## src/rtl/fifo_axis_pkg.sv

```systemverilog
// Shared constants and types for the FIFO-to-AXIS read engine.
package fifo_axis_pkg;

    localparam int unsigned BUF_DEPTH          = 3;
    localparam int unsigned OCC_WIDTH          = 2;
    localparam int unsigned DEFAULT_DATA_WIDTH = 8;

    typedef struct packed {
        logic [DEFAULT_DATA_WIDTH-1:0] data;
    } axis_beat_t;

    // A new read may only be issued if the buffer can absorb it together with any in-flight word.
    function automatic logic has_room(input logic [OCC_WIDTH-1:0] occ, input logic inflight);
        return ({1'b0, occ} + {2'b00, inflight}) < 3'(BUF_DEPTH);
    endfunction

endpackage

```

## src/rtl/fifo_axis_reader_if.sv

```systemverilog
// FIFO read port plus AXI4-Stream master signals of the reader.
interface fifo_axis_reader_if #(
    parameter int unsigned DATA_WIDTH = 8
);
    logic                  fifo_rd_en;
    logic [DATA_WIDTH-1:0] fifo_rd_data;
    logic                  fifo_empty;
    logic                  fifo_rd_valid;
    logic [DATA_WIDTH-1:0] m_axis_tdata;
    logic                  m_axis_tvalid;
    logic                  m_axis_tready;
    logic                  m_axis_tlast;

    modport master (
        output fifo_rd_en,
        input  fifo_rd_data,
        input  fifo_empty,
        input  fifo_rd_valid,
        output m_axis_tdata,
        output m_axis_tvalid,
        input  m_axis_tready,
        output m_axis_tlast
    );

    modport slave (
        input  fifo_rd_en,
        output fifo_rd_data,
        output fifo_empty,
        output fifo_rd_valid,
        input  m_axis_tdata,
        input  m_axis_tvalid,
        output m_axis_tready,
        input  m_axis_tlast
    );
endinterface

```

## src/rtl/axis_out_buf.sv

```systemverilog
// Small in-order register buffer; head lives at entry 0 and entries shift down on pop.
module axis_out_buf
    import fifo_axis_pkg::*;
#(
    parameter int unsigned DATA_WIDTH = 8
) (
    input  logic                  i_clk,
    input  logic                  i_s_rst_n,
    input  logic                  i_push,
    input  logic [DATA_WIDTH-1:0] i_push_data,
    input  logic                  i_pop,
    output logic [DATA_WIDTH-1:0] o_head_data,
    output logic [OCC_WIDTH-1:0]  o_occ
);

    logic [DATA_WIDTH-1:0] mem_q [BUF_DEPTH];
    logic [DATA_WIDTH-1:0] mem_d [BUF_DEPTH];
    logic [OCC_WIDTH-1:0]  occ_q;
    logic [OCC_WIDTH-1:0]  occ_d;
    logic                  do_pop;

    assign do_pop = i_pop && (occ_q != '0);

    always_comb begin
        mem_d = mem_q;
        occ_d = occ_q;
        if (do_pop) begin
            for (int unsigned i = 0; i < BUF_DEPTH - 1; i++) begin
                mem_d[i] = mem_q[i+1];
            end
            occ_d = occ_q - 1'b1;
        end
        // Push lands behind whatever survives the pop, so push+pop keeps order and occupancy.
        if (i_push && (occ_d < OCC_WIDTH'(BUF_DEPTH))) begin
            mem_d[occ_d] = i_push_data;
            occ_d        = occ_d + 1'b1;
        end
    end

    always_ff @(posedge i_clk) begin
        if (!i_s_rst_n) begin
            for (int unsigned i = 0; i < BUF_DEPTH; i++) begin
                mem_q[i] <= '0;
            end
            occ_q <= '0;
        end else begin
            mem_q <= mem_d;
            occ_q <= occ_d;
        end
    end

    assign o_head_data = mem_q[0];
    assign o_occ       = occ_q;

endmodule

```

## src/rtl/fifo_axis_reader.sv

```systemverilog
// Drains a sync FIFO (1-cycle read latency) into an AXI4-Stream master with tlast every
// PACKET_LEN beats.
module fifo_axis_reader
    import fifo_axis_pkg::*;
#(
    parameter  int unsigned DATA_WIDTH     = 8,
    parameter  int unsigned PACKET_LEN     = 16,
    localparam int unsigned BEAT_CNT_WIDTH = $clog2(PACKET_LEN) + 1
) (
    input  logic                       i_clk,
    input  logic                       i_s_rst_n,
    input  logic                       i_enable,
    fifo_axis_reader_if.master         m_bus,
    output logic                       o_pkt_done
);

    logic [OCC_WIDTH-1:0]      occ;
    logic [DATA_WIDTH-1:0]     head_data;
    logic                      inflight_q;
    logic [BEAT_CNT_WIDTH-1:0] beat_cnt_q;
    logic                      pkt_done_q;
    logic                      rd_en;
    logic                      tvalid;
    logic                      tlast;
    logic                      handshake;

    // Reset gating keeps the FIFO from being popped while the buffer cannot capture the word.
    assign rd_en     = i_s_rst_n && i_enable && !m_bus.fifo_empty && has_room(occ, inflight_q);
    assign tvalid    = (occ != '0);
    assign tlast     = tvalid && (beat_cnt_q == BEAT_CNT_WIDTH'(PACKET_LEN - 1));
    assign handshake = tvalid && m_bus.m_axis_tready;

    axis_out_buf #(
        .DATA_WIDTH (DATA_WIDTH)
    ) u_buf (
        .i_clk       (i_clk),
        .i_s_rst_n   (i_s_rst_n),
        .i_push      (m_bus.fifo_rd_valid),
        .i_push_data (m_bus.fifo_rd_data),
        .i_pop       (handshake),
        .o_head_data (head_data),
        .o_occ       (occ)
    );

    always_ff @(posedge i_clk) begin
        if (!i_s_rst_n) begin
            inflight_q <= 1'b0;
            beat_cnt_q <= '0;
            pkt_done_q <= 1'b0;
        end else begin
            if (rd_en) begin
                inflight_q <= 1'b1;
            end else if (m_bus.fifo_rd_valid) begin
                inflight_q <= 1'b0;
            end
            if (handshake) begin
                beat_cnt_q <= tlast ? '0 : beat_cnt_q + 1'b1;
            end
            pkt_done_q <= handshake && tlast;
        end
    end

`ifndef SYNTHESIS
    always_ff @(posedge i_clk) begin
        if (i_s_rst_n && m_bus.fifo_rd_valid && !inflight_q && (occ == OCC_WIDTH'(BUF_DEPTH))) begin
            $error("fifo_axis_reader: read data with full buffer and no read outstanding");
        end
    end
`endif

    assign m_bus.fifo_rd_en    = rd_en;
    assign m_bus.m_axis_tvalid = tvalid;
    assign m_bus.m_axis_tdata  = head_data;
    assign m_bus.m_axis_tlast  = tlast;
    assign o_pkt_done          = pkt_done_q;

endmodule

```

## src/flat_wrapper.sv

```systemverilog
// flat-port wrapper written by rule: the top's interface ports become plain ports
module fifo_axis_reader_flat import fifo_axis_pkg::*;
#(
    parameter  int unsigned DATA_WIDTH     = 8,
    parameter  int unsigned PACKET_LEN     = 16,
    localparam int unsigned BEAT_CNT_WIDTH = $clog2(PACKET_LEN) + 1
)
  (i_clk, i_s_rst_n, i_enable, o_pkt_done, m_bus_fifo_rd_en, m_bus_fifo_rd_data, m_bus_fifo_empty, m_bus_fifo_rd_valid, m_bus_m_axis_tdata, m_bus_m_axis_tvalid, m_bus_m_axis_tready, m_bus_m_axis_tlast);
  fifo_axis_reader_if #(.DATA_WIDTH(DATA_WIDTH)) m_bus_i ();
  input  logic i_clk;
  input  logic i_s_rst_n;
  input  logic i_enable;
  output logic o_pkt_done;
  output wire logic [$bits(m_bus_i.fifo_rd_en)-1:0] m_bus_fifo_rd_en;
  input wire logic [$bits(m_bus_i.fifo_rd_data)-1:0] m_bus_fifo_rd_data;
  input wire logic [$bits(m_bus_i.fifo_empty)-1:0] m_bus_fifo_empty;
  input wire logic [$bits(m_bus_i.fifo_rd_valid)-1:0] m_bus_fifo_rd_valid;
  output wire logic [$bits(m_bus_i.m_axis_tdata)-1:0] m_bus_m_axis_tdata;
  output wire logic [$bits(m_bus_i.m_axis_tvalid)-1:0] m_bus_m_axis_tvalid;
  input wire logic [$bits(m_bus_i.m_axis_tready)-1:0] m_bus_m_axis_tready;
  output wire logic [$bits(m_bus_i.m_axis_tlast)-1:0] m_bus_m_axis_tlast;
  assign m_bus_fifo_rd_en = m_bus_i.fifo_rd_en;
  assign m_bus_i.fifo_rd_data = m_bus_fifo_rd_data;
  assign m_bus_i.fifo_empty = m_bus_fifo_empty;
  assign m_bus_i.fifo_rd_valid = m_bus_fifo_rd_valid;
  assign m_bus_m_axis_tdata = m_bus_i.m_axis_tdata;
  assign m_bus_m_axis_tvalid = m_bus_i.m_axis_tvalid;
  assign m_bus_i.m_axis_tready = m_bus_m_axis_tready;
  assign m_bus_m_axis_tlast = m_bus_i.m_axis_tlast;
  fifo_axis_reader #(.DATA_WIDTH(DATA_WIDTH), .PACKET_LEN(PACKET_LEN)) u_core (.i_clk(i_clk), .i_s_rst_n(i_s_rst_n), .i_enable(i_enable), .m_bus(m_bus_i), .o_pkt_done(o_pkt_done));
endmodule
```

## config.mk

```make
export PLATFORM = sky130hd
export DESIGN_NAME = fifo_axis_reader_flat
export DESIGN_NICKNAME = d
export VERILOG_FILES = /design/src/rtl/fifo_axis_pkg.sv /design/src/rtl/fifo_axis_reader_if.sv /design/src/rtl/axis_out_buf.sv /design/src/rtl/fifo_axis_reader.sv /design/src/flat_wrapper.sv
export SDC_FILE = /design/constraint.sdc
export NUM_CORES = 1
export LEC_CHECK = 0
export CAP_MARGIN = 0
export CORE_ASPECT_RATIO = 2
export CORE_MARGIN = 2
export CORE_UTILIZATION = 38
export DETAILED_ROUTE_END_ITERATION = 8
export GPL_TIMING_DRIVEN = 0
export PLACE_DENSITY = 0.63
export SETUP_SLACK_MARGIN = 0.1
export SKIP_CTS_REPAIR_TIMING = 1
export SYNTH_ARGS = -nofsm -noshare
export SYNTH_HDL_FRONTEND = slang
export SYNTH_SLANG_ARGS = --single-unit
```

## constraint.sdc

```tcl
create_clock -name i_clk -period 2.7 [get_ports i_clk]
set_input_delay 0.54 -clock i_clk [delete_from_list [all_inputs] [get_ports i_clk]]
set_output_delay 0.54 -clock i_clk [all_outputs]
set_load 0.02 [all_outputs]
```

After elaboration in Yosys (flattened, before gate mapping)
Index checks and enable logic that the tools add are counted.

Bits in registers: 33. Input port bits: 14. Output and inout bits: 12. Word-level logic and storage cells: 39.

Add/subtract/negate cells: 4. Order comparisons: 4. Equality and inequality tests: 1. Muxes and demuxes: 10. Bitwise gates (word level): 1. Reductions and logical operators: 12.

Operators by type and width (count): bitwise mux 24 bit (1); 2-to-1 mux 24 bit (1); demux 8 bit (select 2 bit) (1); 2-to-1 mux 16 bit (1); logical AND 1 bit (9); 2-to-1 mux 8 bit (1); adder 5 x 1 -> 5 bit, second input constant (1); equality test 5 x 4 -> 1 bit, second input constant (1); 2-to-1 mux 5 bit (1); 2-to-1 mux 2 bit (2); nonzero test 2 bit (2); adder 2 x 1 -> 3 bit (1); >= comparator 3 bit, second input constant (1); < comparator 3 x 1 -> 1 bit, second input constant (1); < comparator 3 x 2 -> 1 bit, second input constant (1); inverter 2 -> 3 bit (1); adder 2 x 1 -> 2 bit, second input constant (1); < comparator 2 bit, second input constant (1); 2-to-1 mux 1 bit (2); subtractor 2 x 1 -> 2 bit, second input constant (1); zero test 1 bit (1).

Depth between registers and ports, before layout
Gate-level depths: netlist of run 1.

Depth after elaboration: 11. Mapped depth: 8. Gate-level depth less buffers: 6.

Cells and area by module
From an unflattened synthesis of run 1, not the netlist that was laid out.

Cells, all modules: 170. Area total of the unflattened synthesis: 1679.1 um2.

By module, submodules not included: axis_out_buf (instances 1, cells each 133, area each 1340.0 um2, seq. area each 520.5 um2); fifo_axis_reader (instances 1, cells each 37, area each 339.1 um2, seq. area each 140.1 um2).

Least setup slack after synthesis of run 1
Ideal clock, no wire load.

Kind: input port to output port. Start: input port i_s_rst_n. End: output port m_bus_fifo_rd_en. Arrival time: 1.723 ns. Data required time: 2.160 ns. Setup slack: 0.437 ns. Stages on the path: 3. Buffers on the path: 1. Cells stage by stage: clkbuf_1 > nand2_1 > a2111oi_1.

Longest elaborated chain between the ends: 3.

Ends and longest elaborated chain: start: declaration (line flat_wrapper.sv:11) `input logic i_s_rst_n;`; logical AND 1 bit (3 in series) (line fifo_axis_reader.sv:28) `assign rd_en = i_s_rst_n && i_enable && !m_bus.fifo_empty && has_room(occ, inflight_q);`; end: declaration (line flat_wrapper.sv:14) `output wire logic [$bits(m_bus_i.fifo_rd_en)-1:0] m_bus_fifo_rd_en;`.

Every way passes these cells.

Worst setup path in the final report of run 1
Start: register u_core.u_buf.occ_q[0], in the netlist u_core.u_buf.o_occ[0]. End: output port m_bus_m_axis_tvalid.

Longest elaborated chain between the ends: 1.

Ends and longest elaborated chain: start: declaration (line axis_out_buf.sv:18) `logic [OCC_WIDTH-1:0] occ_q;`; start signal: assignment (line axis_out_buf.sv:45) `occ_q <= '0;`; start signal: assignment (line axis_out_buf.sv:48) `occ_q <= occ_d;`; nonzero test 2 bit (line fifo_axis_reader.sv:29) `assign tvalid = (occ != '0);`; end: declaration (line flat_wrapper.sv:19) `output wire logic [$bits(m_bus_i.m_axis_tvalid)-1:0] m_bus_m_axis_tvalid;`.

Every way passes these cells.

==> results.toml, run 1 <==
[detailed_routing]
drt-initial-drc-count = 21
vias = 1262
ant_nets = 0
drc = 0
totalWireLength_mm = 3.65
wl_per_cell_um = 14.5
drt_pass1_iterations = 4
vias_per_cell = 5.01

[power]
ir_drop_uv = 444
power_density_nw_per_um2 = 634
p_leak_nw = 0.997

[critical_path]
critPathMaxFanout = 5
cpMaxStageDelayCell = "clkdlybuf4s50_1"
critPathTopFamily = "buffers and inverters"
crit_required_ps = 2160
crit_chain = "inv_2 -> ha_1 -> inv_1 -> clkdlybuf4s50_1"
reg2reg_from = "u_core.u_buf.o_occ[0]"
crit_type = "register to output port"
r2r_cells = 7
cp-startpoint = "u_core.u_buf.o_occ[0]"
critPathLaunchType = "register"
worstSetupPathDepth = 4
crit_buf_inv = 3
max_stage_delay_ps = 600
arrival_ps = 1800
end_kind = "output port"

[floorplan]
initial_utilization_pct = 39.8
fp-row-count = 33
die_x_um = 50.5
ios = 26
die_y_um = 97.0
dieArea_sq_um = 4900
core_area_sq_um = 4130

[timing]
fin_ws_ps = 356
setup_viol = 0
hold_viol = 0
worst_slew_pin_slew_ps = 504
rsz0062_at_grt = "false"
fmax_ghz = 0.427
period_share_pct = 86.8
timing.final.crit_period_ps = 2340
drv_slew = 0
relSlewSlack_pct = 66.4
skew_ps = 6.16

[logic_synthesis]
synthFlopType = "dfxtp_1"
syn_inst = 168
seq_area_frac_synth_pct = 40.2
syn_area_per_cell_sq_um = 9.79
synth_edf_count = 0
syn_area_sq_um = 1640
synthArstFlopShare_pct = 0
ys_ff_latch = 33
synthTopCellsByCount = "38 x nand2_1, 33 x dfxtp_1, 24 x mux2i_1"
synth_top_area_share_pct = 40.2
yosys_warnings = 0
synthTopCellsByArea = "dfxtp_1 40%, mux2i_1 15%, mux2_1 10%"
synth.largest_area_cell = "dfxtp_1"
ys_types = 32
yosysMostFrequentCell = "nand2_1"
syn_nets = 186

[clocking]
cts_buffer_depth = 2
path_clk_slew_ps = 70
cts-htree-levels = 2
insertion_delay_ps = 280
numCtsBuffers = 5
root_buffer = "clkbuf_8"
cts.sinks = 33
cts_tree = "done"

[job]
max-cap-violations = 0

[finish]
final_nets = 217
multi_input_area_sq_um = 878
register_area_sq_um = 661
stdcell_count = 252
fill_cells = 395
post-route-cell-area_sq_um = 2050
num_antenna_cells = 0
drive_gt1_share_pct = 13.5
synthToLayoutAreaGrowth_pct = 25.0

[hold_path]
hold_class = "register to register"
holdPathStages = 2

[grt]
antenna_found_initial = 0
grt_use_total_pct = 16.8
grt_max_degree = 12
gr-total-overflow = 0
grt_pass1_vias = 1413
grt_pass1_wl_mm = 6.33

[place]
dpl.cell_count = 244
io_buffer_count = 24
place_hpwl_mm = 2.72
placed_cell_area_sq_um = 1950
place_ws_ps = -89.6
place_congestion = 0.745

[outcome]
status = "finished clean"
-- power by group --
part / leakage [nW] / internal (W) / switching, W / total (W)
sequential: 0.269 / 0.000534 / 0.0000295 / 0.000563
clock: 0.0439 / 0.000178 / 0.000188 / 0.000366
combinational: 0.684 / 0.000183 / 0.000190 / 0.000373
total: 0.997 / 0.000894 / 0.000408 / 0.00130
-- cell families (layout without fill, tap and decap cells) --
logic type | Yosys count | count (layout) | share of synthesized area [%]
xor+xnor | 2 | 2 | 1.07
fa+ha+maj | 4 | 4 | 3.04
compound gates | 11 | 11 | 6.62
flops | 33 | 33 | 40.2
mux | 40 | 40 | 25.6
buf+inv | 21 | 53 | 7.23
simple gates | 57 | 57 | 16.3
-- worst paths after layout --
| path | to | slack [ps] |
|---|---|---|
| setup / recovery | m_bus_m_axis_tvalid | 360 |
| hold / removal | register | 460 |
| setup reg to reg | u_core.u_buf.o_head_data[2] | 750 |
| hold reg to reg | register | 460 |
-- cells in the final DEF (no fill, tap or decap), types with 2 or more instances in the layout --
cell	count
nand2_1	38
dfxtp_1	33
mux2i_1	24
clkdlybuf4s50_1	22
mux2_1	15
buf_4	10
clkbuf_1	5
clkbuf_8	5
nor3_1	4
ha_1	4
inv_1	3
nor2b_1	3
buf_2	2
and3_1	2
o21ai_4	2
xnor2_1	2
nor2_1	2
o211a_1	2
a21boi_1	2
clkinv_2	2
dlymetal6s2s_1	2
-- through the flow --
stage / util (%) / hold slack [ps] / setup TNS (ps) / power [W]
2_1_floorplan: - / 434 / 0 / 0.000824
6_report: 49.8 / 464 / 0 / 0.00130
4_1_cts: 49.3 / 467 / -206 / 0.00131
3_5_place_dp: 47.2 / 457 / -89.6 / 0.000943
5_1_grt: 49.8 / 480 / 0 / 0.00137
3_3_place_gp: 47.2 / 440 / -9.72 / 0.000923
-- layer usage --
metal	wire, um	GRT usage [%]
met3	111	3.55
met2	2100	30.7
met5	0	0
met1	1340	16.8
met4	104	9.15
-- layout make-up --
class	instances	area share [%]
sequential	33	32.2
inverter	4	0.731
tap	52	3.17
clock inverter	3	0.853
clock buffer	5	3.35
multi-input combinational	114	42.8
timing repair buffer	24	11.9
buffer	17	5.05
-- worst min-delay path: stages (launching register included) --
cell     delay, ps
dfxtp_1        310
nand2_1         50
mux2i_1         60
No activity file was read; power rests on OpenSTA's default activity.
==> run 2, diff against run 1 <==
--- a/config.mk
+++ b/config.mk
@@ -8,10 +8,11 @@
 export CAP_MARGIN = 0
 export CORE_ASPECT_RATIO = 2
 export CORE_MARGIN = 2
-export CORE_UTILIZATION = 38
+export CORE_UTILIZATION = 40
 export DETAILED_ROUTE_END_ITERATION = 8
+export DONT_BUFFER_PORTS = 1
 export GPL_TIMING_DRIVEN = 0
-export PLACE_DENSITY = 0.63
+export PLACE_DENSITY = 0.57
 export SETUP_SLACK_MARGIN = 0.1
 export SKIP_CTS_REPAIR_TIMING = 1
 export SYNTH_ARGS = -nofsm -noshare
==> run 2 against run 1 <==
- maximum frequency is 1.6% higher
- utilization is 4.9 points lower
- critical path depth is 1 lower
- combinational power is 19% lower
- critical path type unchanged
- critical endpoint is now m_bus_fifo_rd_en
==> results.toml, run 2 (synthesis results as in run 1) <==
[timing]
fmax_ghz = 0.433
hold_viol = 0
drv_slew = 0
relSlewSlack_pct = 48.9
tns_ps = 0
fin_ws_ps = 393
rsz0062_at_grt = "false"
worst_slew_pin_slew_ps = 765
setup_viol = 0
timing.final.crit_period_ps = 2310
skew_ps = 7.11
period_share_pct = 85.4

[power]
power_density_nw_per_um2 = 680
ir_drop_uv = 473
fin_total_pwr_w = 0.00122
p_int_w = 0.000847
combPwrFrac_pct = 24.8
p_sw_share_pct = 30.6
p_sw_w = 0.000374
p_leak_nw = 0.874
seq_power_share_pct = 46.1
p_clk_share_pct = 29.2

[grt]
grt_pass1_vias = 1061
grt_pass1_wl_mm = 4.89
gr-total-overflow = 0
grt_use_total_pct = 14.2
grt_max_degree = 11
antenna_found_initial = 0

[critical_path]
max_stage_delay_ps = 650
r2r_setup_slack_ps = 700
arrival_ps = 1770
cpMostUsedCell = "ha_1"
crit_type = "register to output port"
critPathLaunchType = "register"
critPathMaxFanout = 5
crit_chain = "ha_1 -> ha_1 -> a2111oi_2"
end_kind = "output port"
crit_required_ps = 2160
cpMaxStageDelayCell = "a2111oi_2"

[finish]
post-route-util_pct = 44.9
synthToLayoutAreaGrowth_pct = 9.28
num_antenna_cells = 0
post-route-cell-area_sq_um = 1800
final_nets = 193
layout_common_cells = "38 x nand2_1, 33 x dfxtp_1, 24 x mux2i_1, 15 x mux2_1, 10 x buf_4"
drive_gt1_share_pct = 14.8
final_common_cell = "nand2_1"

[place]
place_congestion = 0.793
place_ws_ps = 251
io_buffer_count = 0
place_hpwl_mm = 2.14
placed_cell_area_sq_um = 1710

[floorplan]
ios = 26
fp-row-count = 33
core_area_sq_um = 4010
die_x_um = 49.3
dieArea_sq_um = 4670
initial_utilization_pct = 41.0
die_y_um = 94.7

[outcome]
status = "finished clean"

[detailed_routing]
vias = 1158
drc = 0
wl_per_cell_um = 13.5
drt_pass1_iterations = 6
vias_per_cell = 5.08
totalWireLength_mm = 3.08
drt-initial-drc-count = 15
ant_nets = 0

[clocking]
cts_buffer_depth = 2
cts_tree = "done"
path_clk_slew_ps = 70
root_buffer = "clkbuf_8"
insertion_delay_ps = 280
cts.sinks = 33
cts-htree-levels = 2
numCtsBuffers = 5

[hold_path]
hold_class = "input port to register"

[job]
max-cap-violations = 0
run 2: cell count changes in the layout (fill, tap and decap cells not counted), sizes merged:
cell           before  now
clkbuf             10   11
clkdlybuf4s50      22    0
clkinvlp            1    0
dlymetal6s2s        2    0
run 2: power groups by stage:
stage / Sequential (W) / Clock, W / Combinational, W
detailed placement: 0.000574 / 0 / 0.000303
finish: 0.000562 / 0.000356 / 0.000303
CTS: 0.000563 / 0.000369 / 0.000305
global placement: 0.000573 / 0 / 0.000299
floorplan: 0.000565 / 0 / 0.000259
global route: 0.000568 / 0.000385 / 0.000333
run 2: worst paths after layout:
path,start,end,depth (start not counted)
worst max-delay path,u_core.u_buf.o_occ[0],m_bus_fifo_rd_en,3
worst min-delay path,m_bus_fifo_rd_valid,u_core.u_buf.o_occ[0],1
worst max register to register,u_core.u_buf.o_occ[0],u_core.beat_cnt_q[3],5
worst min register to register,register,register,2
run 2: stage by stage:
stage / std cells / hold WS [ps]
final: 228 / 415
after global routing: 228 / 414
after CTS: 228 / 407
after detailed placement: 220 / 451
after global placement: 220 / 444
after floorplan: 168 / 434
run 2: worst max-delay path: cells and delay by family, from the launching register on:
family / cells / cell delay [ps]
AOI/OAI and AO/OA: 1 / 650
adders and majority gates: 2 / 480
DFF: 1 / 360
run 2: per-layer routing:
layer / track usage, % / share of wire (%)
met5: 0 / 0
met4: 7.14 / 2.2
met3: 4.27 / 4.9
met1: 16.4 / 43
met2: 23.5 / 49
run 2: cell type report:
| class | count | area (sq um) |
|---|---|---|
| well taps | 52 | 65.1 |
| clock inverters | 2 | 10.0 |
| flip-flops and latches | 33 | 661 |
| plain buffers | 17 | 104 |
| multi-input cells | 114 | 870 |
| clock buffers | 6 | 72.6 |
| fillers | 399 | 2210 |
| inverters | 4 | 15.0 |
==> run 3, diff against run 2 <==
--- a/config.mk
+++ b/config.mk
@@ -18,3 +18,4 @@
 export SYNTH_ARGS = -nofsm -noshare
 export SYNTH_HDL_FRONTEND = slang
 export SYNTH_SLANG_ARGS = --single-unit
+export TNS_END_PERCENT = 10
==> results of run 3 <==
No change in the layout: final DEF, timing and power equal those of run 2.
